File: config.mk
export PLATFORM = sky130hd
export DESIGN_NAME = tdm_demux_1to4_flat
export DESIGN_NICKNAME = d
export VERILOG_FILES = /design/src/rtl/tdm_pkg.sv /design/src/rtl/tdm_demux_1to4_if.sv /design/src/rtl/tdm_slot_cnt.sv /design/src/rtl/tdm_demux_1to4.sv /design/src/flat_wrapper.sv
export SDC_FILE = /design/constraint.sdc
export NUM_CORES = 1
export LEC_CHECK = 0
export BUFFER_PORTS_ARGS = -buffer_cell sky130_fd_sc_hd__buf_2
export CAP_MARGIN = 20
export CELL_PAD_IN_SITES_DETAIL_PLACEMENT = 1
export CELL_PAD_IN_SITES_GLOBAL_PLACEMENT = 1
export CORE_MARGIN = 5
export CORE_UTILIZATION = 41
export CTS_CLUSTER_DIAMETER = 200
export DETAILED_ROUTE_END_ITERATION = 7
export PLACE_DENSITY_LB_ADDON = 0.1
export RECOVER_POWER = 25
export SLEW_MARGIN = 20
export SYNTH_ARGS = -nofsm -noshare
export SYNTH_HDL_FRONTEND = slang
export SYNTH_SLANG_ARGS = --single-unit
File: constraint.sdc
create_clock -name clk -period 2.3 [get_ports clk]
set_input_delay 0.345 -clock clk [delete_from_list [all_inputs] [get_ports clk]]
set_output_delay 0.345 -clock clk [all_outputs]
set_load 0.005 [all_outputs]
File: src/rtl/tdm_pkg.sv
// Shared constants for the 1:4 TDM demultiplexer.
//   SLOT_CH0..SLOT_CH3 : slot indices in transmit order
//   N_CH               : number of channels per frame
//   tdm_state_e        : frame-alignment FSM encoding (HUNT / LOCK)
package tdm_pkg;

    localparam int N_CH = 4;

    localparam logic [1:0] SLOT_CH0 = 2'd0;
    localparam logic [1:0] SLOT_CH1 = 2'd1;
    localparam logic [1:0] SLOT_CH2 = 2'd2;
    localparam logic [1:0] SLOT_CH3 = 2'd3;

    typedef enum logic {
        ST_HUNT = 1'b0,
        ST_LOCK = 1'b1
    } tdm_state_e;

endpackage

File: src/rtl/tdm_demux_1to4_if.sv
// Bus bundle for the 1:4 TDM demultiplexer.
//   en, sync, din : multiplexed stream in (driven by the master)
//   out           : last complete frame, ch k at out[k*DW +: DW]
//   frame_vld     : one-cycle pulse when out is updated
//   slot          : slot index expected at the next en
//   locked        : frame alignment acquired
//   sync_err      : one-cycle pulse on a misaligned sync while locked
// master = stream source / frame consumer, slave = the demultiplexer.
interface tdm_demux_1to4_if
    import tdm_pkg::*;
#(
    parameter int DW = 1
);
    logic               en;
    logic               sync;
    logic [DW-1:0]      din;
    logic [N_CH*DW-1:0] out;
    logic               frame_vld;
    logic [1:0]         slot;
    logic               locked;
    logic               sync_err;

    modport master (
        output en, sync, din,
        input  out, frame_vld, slot, locked, sync_err
    );

    modport slave (
        input  en, sync, din,
        output out, frame_vld, slot, locked, sync_err
    );
endinterface

File: src/rtl/tdm_slot_cnt.sv
// 2-bit slot counter for the TDM demultiplexer.
//   clk, rst_n : clock, asynchronous active-low reset
//   clear      : force the count to slot 0
//   load1      : force the count to slot 1 (slot 0 was just taken with a sync)
//   inc        : advance one slot, wrapping 3 -> 0
//   cnt        : current count (registered)
//   wrap       : count is at the last slot of the frame
// Priority: clear > load1 > inc.
module tdm_slot_cnt
    import tdm_pkg::*;
(
    input  logic       clk,
    input  logic       rst_n,
    input  logic       clear,
    input  logic       load1,
    input  logic       inc,
    output logic [1:0] cnt,
    output logic       wrap
);

    logic [1:0] cnt_q;
    logic [1:0] cnt_d;

    always_comb begin
        cnt_d = cnt_q;
        if (clear) begin
            cnt_d = SLOT_CH0;
        end else if (load1) begin
            cnt_d = SLOT_CH1;
        end else if (inc) begin
            cnt_d = (cnt_q == SLOT_CH3) ? SLOT_CH0 : cnt_q + 2'd1;
        end
    end

    always_ff @(posedge clk or negedge rst_n) begin
        if (!rst_n) begin
            cnt_q <= SLOT_CH0;
        end else begin
            cnt_q <= cnt_d;
        end
    end

    assign cnt  = cnt_q;
    assign wrap = (cnt_q == SLOT_CH3);

endmodule

File: src/rtl/tdm_demux_1to4.sv
// 1:4 TDM demultiplexer (receive side of the 4:1 channel mux).
//   clk, rst_n : clock, asynchronous active-low reset
//   bus        : slave side of tdm_demux_1to4_if (stream in, frame out,
//                slot index, lock status and error/valid pulses)
// A sync strobed with en marks slot 0. Slots 0..2 are parked in shadow
// registers; the slot-3 sample goes straight into the output register
// together with the shadows, so a frame appears one clock after its last
// slot. A sync at any other slot while locked drops the partial frame and
// restarts at slot 1 with the new slot-0 sample.
module tdm_demux_1to4
    import tdm_pkg::*;
#(
    parameter int DW = 1
)(
    input  logic                    clk,
    input  logic                    rst_n,
    tdm_demux_1to4_if.slave         bus
);

    tdm_state_e                     state_q, state_d;
    logic [N_CH-2:0][DW-1:0]        shadow_q, shadow_d;
    logic [N_CH*DW-1:0]             out_q, out_d;
    logic                           frame_vld_q, frame_vld_d;
    logic                           sync_err_q, sync_err_d;

    logic [1:0] slot;
    logic       slot_wrap;
    logic       is_lock;
    logic       take_sync;   // en & sync: (re)start a frame at slot 0
    logic       take_data;   // en & !sync while locked: ordinary slot
    logic [1:0] wr_slot;     // slot the current sample belongs to

    assign is_lock   = (state_q == ST_LOCK);
    assign take_sync = bus.en && bus.sync;
    assign take_data = bus.en && !bus.sync && is_lock;
    assign wr_slot   = take_sync ? SLOT_CH0 : slot;

    tdm_slot_cnt u_slot_cnt (
        .clk   (clk),
        .rst_n (rst_n),
        .clear (bus.en && !bus.sync && !is_lock),
        .load1 (take_sync),
        .inc   (take_data),
        .cnt   (slot),
        .wrap  (slot_wrap)
    );

    // One shadow register per slot 0..N_CH-2; the last slot never needs one.
    generate
        for (genvar gi = 0; gi < N_CH - 1; gi++) begin : g_shadow
            assign shadow_d[gi] = ((take_sync || take_data) && (wr_slot == 2'(gi)))
                                  ? bus.din : shadow_q[gi];
        end
    endgenerate

    always_comb begin
        state_d     = state_q;
        out_d       = out_q;
        frame_vld_d = 1'b0;
        sync_err_d  = 1'b0;

        if (take_sync) begin
            state_d    = ST_LOCK;
            // Sync at slot 0 while locked is just an optional realignment mark.
            sync_err_d = is_lock && (slot != SLOT_CH0);
        end else if (take_data && slot_wrap) begin
            out_d       = {bus.din, shadow_q};
            frame_vld_d = 1'b1;
        end
    end

    always_ff @(posedge clk or negedge rst_n) begin
        if (!rst_n) begin
            state_q     <= ST_HUNT;
            shadow_q    <= '0;
            out_q       <= '0;
            frame_vld_q <= 1'b0;
            sync_err_q  <= 1'b0;
        end else begin
            state_q     <= state_d;
            shadow_q    <= shadow_d;
            out_q       <= out_d;
            frame_vld_q <= frame_vld_d;
            sync_err_q  <= sync_err_d;
        end
    end

    assign bus.out       = out_q;
    assign bus.frame_vld = frame_vld_q;
    assign bus.slot      = slot;
    assign bus.locked    = is_lock;
    assign bus.sync_err  = sync_err_q;

endmodule

File: src/flat_wrapper.sv
// flat-port wrapper written by rule: the top's interface ports become plain ports
module tdm_demux_1to4_flat import tdm_pkg::*;
#(
    parameter int DW = 1
)
  (clk, rst_n, bus_en, bus_sync, bus_din, bus_out, bus_frame_vld, bus_slot, bus_locked, bus_sync_err);
  tdm_demux_1to4_if #(.DW(DW)) bus_i ();
  input  logic clk;
  input  logic rst_n;
  input wire logic [$bits(bus_i.en)-1:0] bus_en;
  input wire logic [$bits(bus_i.sync)-1:0] bus_sync;
  input wire logic [$bits(bus_i.din)-1:0] bus_din;
  output wire logic [$bits(bus_i.out)-1:0] bus_out;
  output wire logic [$bits(bus_i.frame_vld)-1:0] bus_frame_vld;
  output wire logic [$bits(bus_i.slot)-1:0] bus_slot;
  output wire logic [$bits(bus_i.locked)-1:0] bus_locked;
  output wire logic [$bits(bus_i.sync_err)-1:0] bus_sync_err;
  assign bus_i.en = bus_en;
  assign bus_i.sync = bus_sync;
  assign bus_i.din = bus_din;
  assign bus_out = bus_i.out;
  assign bus_frame_vld = bus_i.frame_vld;
  assign bus_slot = bus_i.slot;
  assign bus_locked = bus_i.locked;
  assign bus_sync_err = bus_i.sync_err;
  tdm_demux_1to4 #(.DW(DW)) u_core (.clk(clk), .rst_n(rst_n), .bus(bus_i));
endmodule
==> impl_results.md <==
* Final Hold Viols at 0
* Flop pwr share at 48.2%
* Clock-pin slew on the worst setup and hold paths at 0.07 ns
* DP Worst Slack at 0.965 ns
* Max incr delay on CP at 0.45 ns
* Skew final at 0.00259 ns
* Post-synth top area share at 55.6%
* Router iterations before antenna repair at 1
* Max-Slew Margin vs Limit at 57.4%
* Status: completed
* Root buffer cell: clkbuf_4
* Logic pwr share at 26.5%
* Starting density of the core at 42.6%
* Final setup viols at 0
* Slew Limit Fails at 0
* # rows at 13
* Die H at 46.3 microns
* Num CTS Buffers at 3
* Syn Std Cell Area at 541 sq um
* Die footprint at 2140 sq um
* Psw at 161 uW
* Worst-margin pin slew at 0.639 ns
* R2r setup slk at 1.04 ns
* H-tree depth at 1
* Placeable core area at 1270 sq um
* Post-Syn Instances at 37
* Leakage power at 0.000357 uW
* Placed Cells at 65
* Fin crit period at 1.26 ns
* Share of layout cells above drive strength 1 at 52.7%
* CTS sink cnt at 12
* RSZ-0062 raised after global routing: false
* Initial antenna violation count at 0
* Max-cap violations at 0
* Routability cong. at 0.690
* Routed WL at 978 microns
* Syn nets at 44
* CP endpoint kind: flop
* Clk_lat worst skew at 0.26 ns
* Clk buf depth at 2
* Async set-reset flop share out of synthesis at 100%
* Switching Fraction at 25.2%
* Number of synthesized register bits at 12
* Port-buffer cells at 13
* CP Cell Sequence: ha_1 -> nand2_4 -> mux2_4
* Die width at 46.3 microns
* Hold_ws at 0.326 ns
* Fmax at 794 MHz
* Postcts setup bufs at 0
* Startpoint class of the critical path: flop
* Drt via density at 4.94
* Post-synth top area cell: dfrtp_1
* Via Count at 346
* DRC errors left at 0
* Nets@finish at 63
* Post-synth EDFFs at 0
* Worst endpoint required time at 2.45 ns
* Pin count of the biggest net entering global routing at 13
* Global-route wire length before repair at 1680 microns
* Most common cell in the synthesized netlist: dfrtp_1
* Post-Layout Cell Count at 70
* GRT Util Overall at 11.3%
* Power Total at 636 uW
* PwrDens at 950 nW/um^2
* CTS tree: done
* Unique masters post-synth at 13
* Worst hold path class: input pin to flop
* Iteration-0 DRC Markers at 0
* Synth top area cells: dfrtp_1 (56%), mux2_4 (17%), ha_1 (4.6%)
* CP max-delay cell: dfrtp_1
* Yosys warning count at 0
* Total Neg Setup Slack at 0 ns
* Top FF cell, synth: dfrtp_1
* Total global routing overflow at 0
* Sequential fraction of the synthesis area at 55.6%
* Cell internal pwr at 475 uW
* Critical path fanouts, max at 6
* Post-DRT Antenna Nets at 0
* Worst Path Arrival at 1.41 ns
* Avg WL per Cell at 14.0 microns
* Synth top cells by count: dfrtp_1 (12), mux2_4 (6), o21ai_0 (4), inv_1 (3)
* Clock power frac at 25.3%
* Dpl hpwl at 789 microns
* Avg Cell Area, Syn at 14.6 sq um
* IO Count at 14
* Vias in the first global route at 376
* WS Path Type: flop to flop
* Max IR drop VDD at 0.432 mV
* Final Worst Setup Slack at 1.04 ns
* Synth-to-layout area growth at 23.8%
* Period utilization at 54.7%
* Antenna cells at 0
-- per-layer routing --
| layer | wire length [microns] | track usage [%] | vias to the layer above |
|---|---|---|---|
| li1 | - | - | 169 |
| met1 | 425 | 13.6 | 165 |
| met2 | 473 | 17.9 | 12 |
| met3 | 79 | 3.91 | 0 |
| met4 | 0 | 5.11 | 0 |
| met5 | 0 | 0 | - |
-- worst max-delay path: cells and delay by family (launching register included) --
kind	cells	cell delay, ns
flip-flops	1	0.45
adder cells (fa/ha/maj)	1	0.27
AND/OR/NAND/NOR	1	0.12
multiplexers	1	0.30
-- registers in the layout, summed over array words and instances (netlist names) --
| name | flops |
|---|---|
| u_core.shadow_q | 3 |
| u_core.bus.frame_vld | 1 |
| u_core.bus.out | 4 |
| u_core.bus.sync_err | 1 |
| u_core.u_slot_cnt.cnt | 2 |
| u_core.bus.locked | 1 |
-- logic make-up (layout without fill, tap and decap cells) --
family / Yosys count / after routing / synth area share (%)
compound gates: 5 / 5 / 5.32
fa+ha+maj: 2 / 2 / 4.63
buf+inv: 3 / 21 / 2.08
flops: 12 / 12 / 55.6
mux: 7 / 7 / 18.8
simple gates: 8 / 8 / 13.7
-- power by group through the flow --
stage / Clock, uW / Combinational, uW / Sequential [uW]
2_1_floorplan: 0 / 101 / 309
3_3_place_gp: 0 / 166 / 309
3_5_place_dp: 0 / 170 / 312
4_1_cts: 167 / 173 / 308
5_1_grt: 180 / 183 / 314
6_report: 161 / 168 / 306
-- repair_timing --
item | in CTS | in global routing
gates resized for setup | 0 | 0
endpoints found under the hold margin | 12 | 0
hold buffers | 1 | 0
-- area by class of cell --
class,count,area [sq um]
multi-input combinational,22,229
timing repair buffer,14,73.8
clock buffer,4,36.3
fill,143,599
inverter,3,11.3
tap,15,18.8
sequential,12,300
-- final timing paths --
path	start	to	depth (start not counted)
max in group asynchronous	rst_n	u_core.u_slot_cnt.cnt[1]	2
worst max register to register	u_core.u_slot_cnt.cnt[0]	u_core.bus.out[1]	3
worst min register to register	u_core.bus.out[2]	u_core.bus.out[2]	1
worst max-delay path	u_core.u_slot_cnt.cnt[0]	u_core.bus.out[1]	3
min in group asynchronous	rst_n	u_core.bus.out[3]	2
worst min-delay path	bus_sync	u_core.bus.locked	2
-- stage by stage --
stage                     utilization (%)  cell area, sq um
after floorplan                         -               541
after global placement               49.2               624
after detailed placement             49.2               624
after CTS                            52.9               671
after global routing                 52.8               669
final                                52.8               669
-- cells in the final DEF, fill, tap and decap left out --
cell type / instances
inv_1: 3
a21o_2: 1
o21ai_0: 4
dlygate4sd3_1: 1
dfrtp_1: 12
nand2_4: 1
clkbuf_4: 3
nor3b_1: 2
ha_1: 2
nand3_2: 2
clkbuf_8: 1
mux2_4: 6
clkbuf_1: 1
nand2_1: 1
buf_2: 12
mux2_2: 1
and4b_2: 1
and3b_4: 1
(Power assumes the default switching activity.)
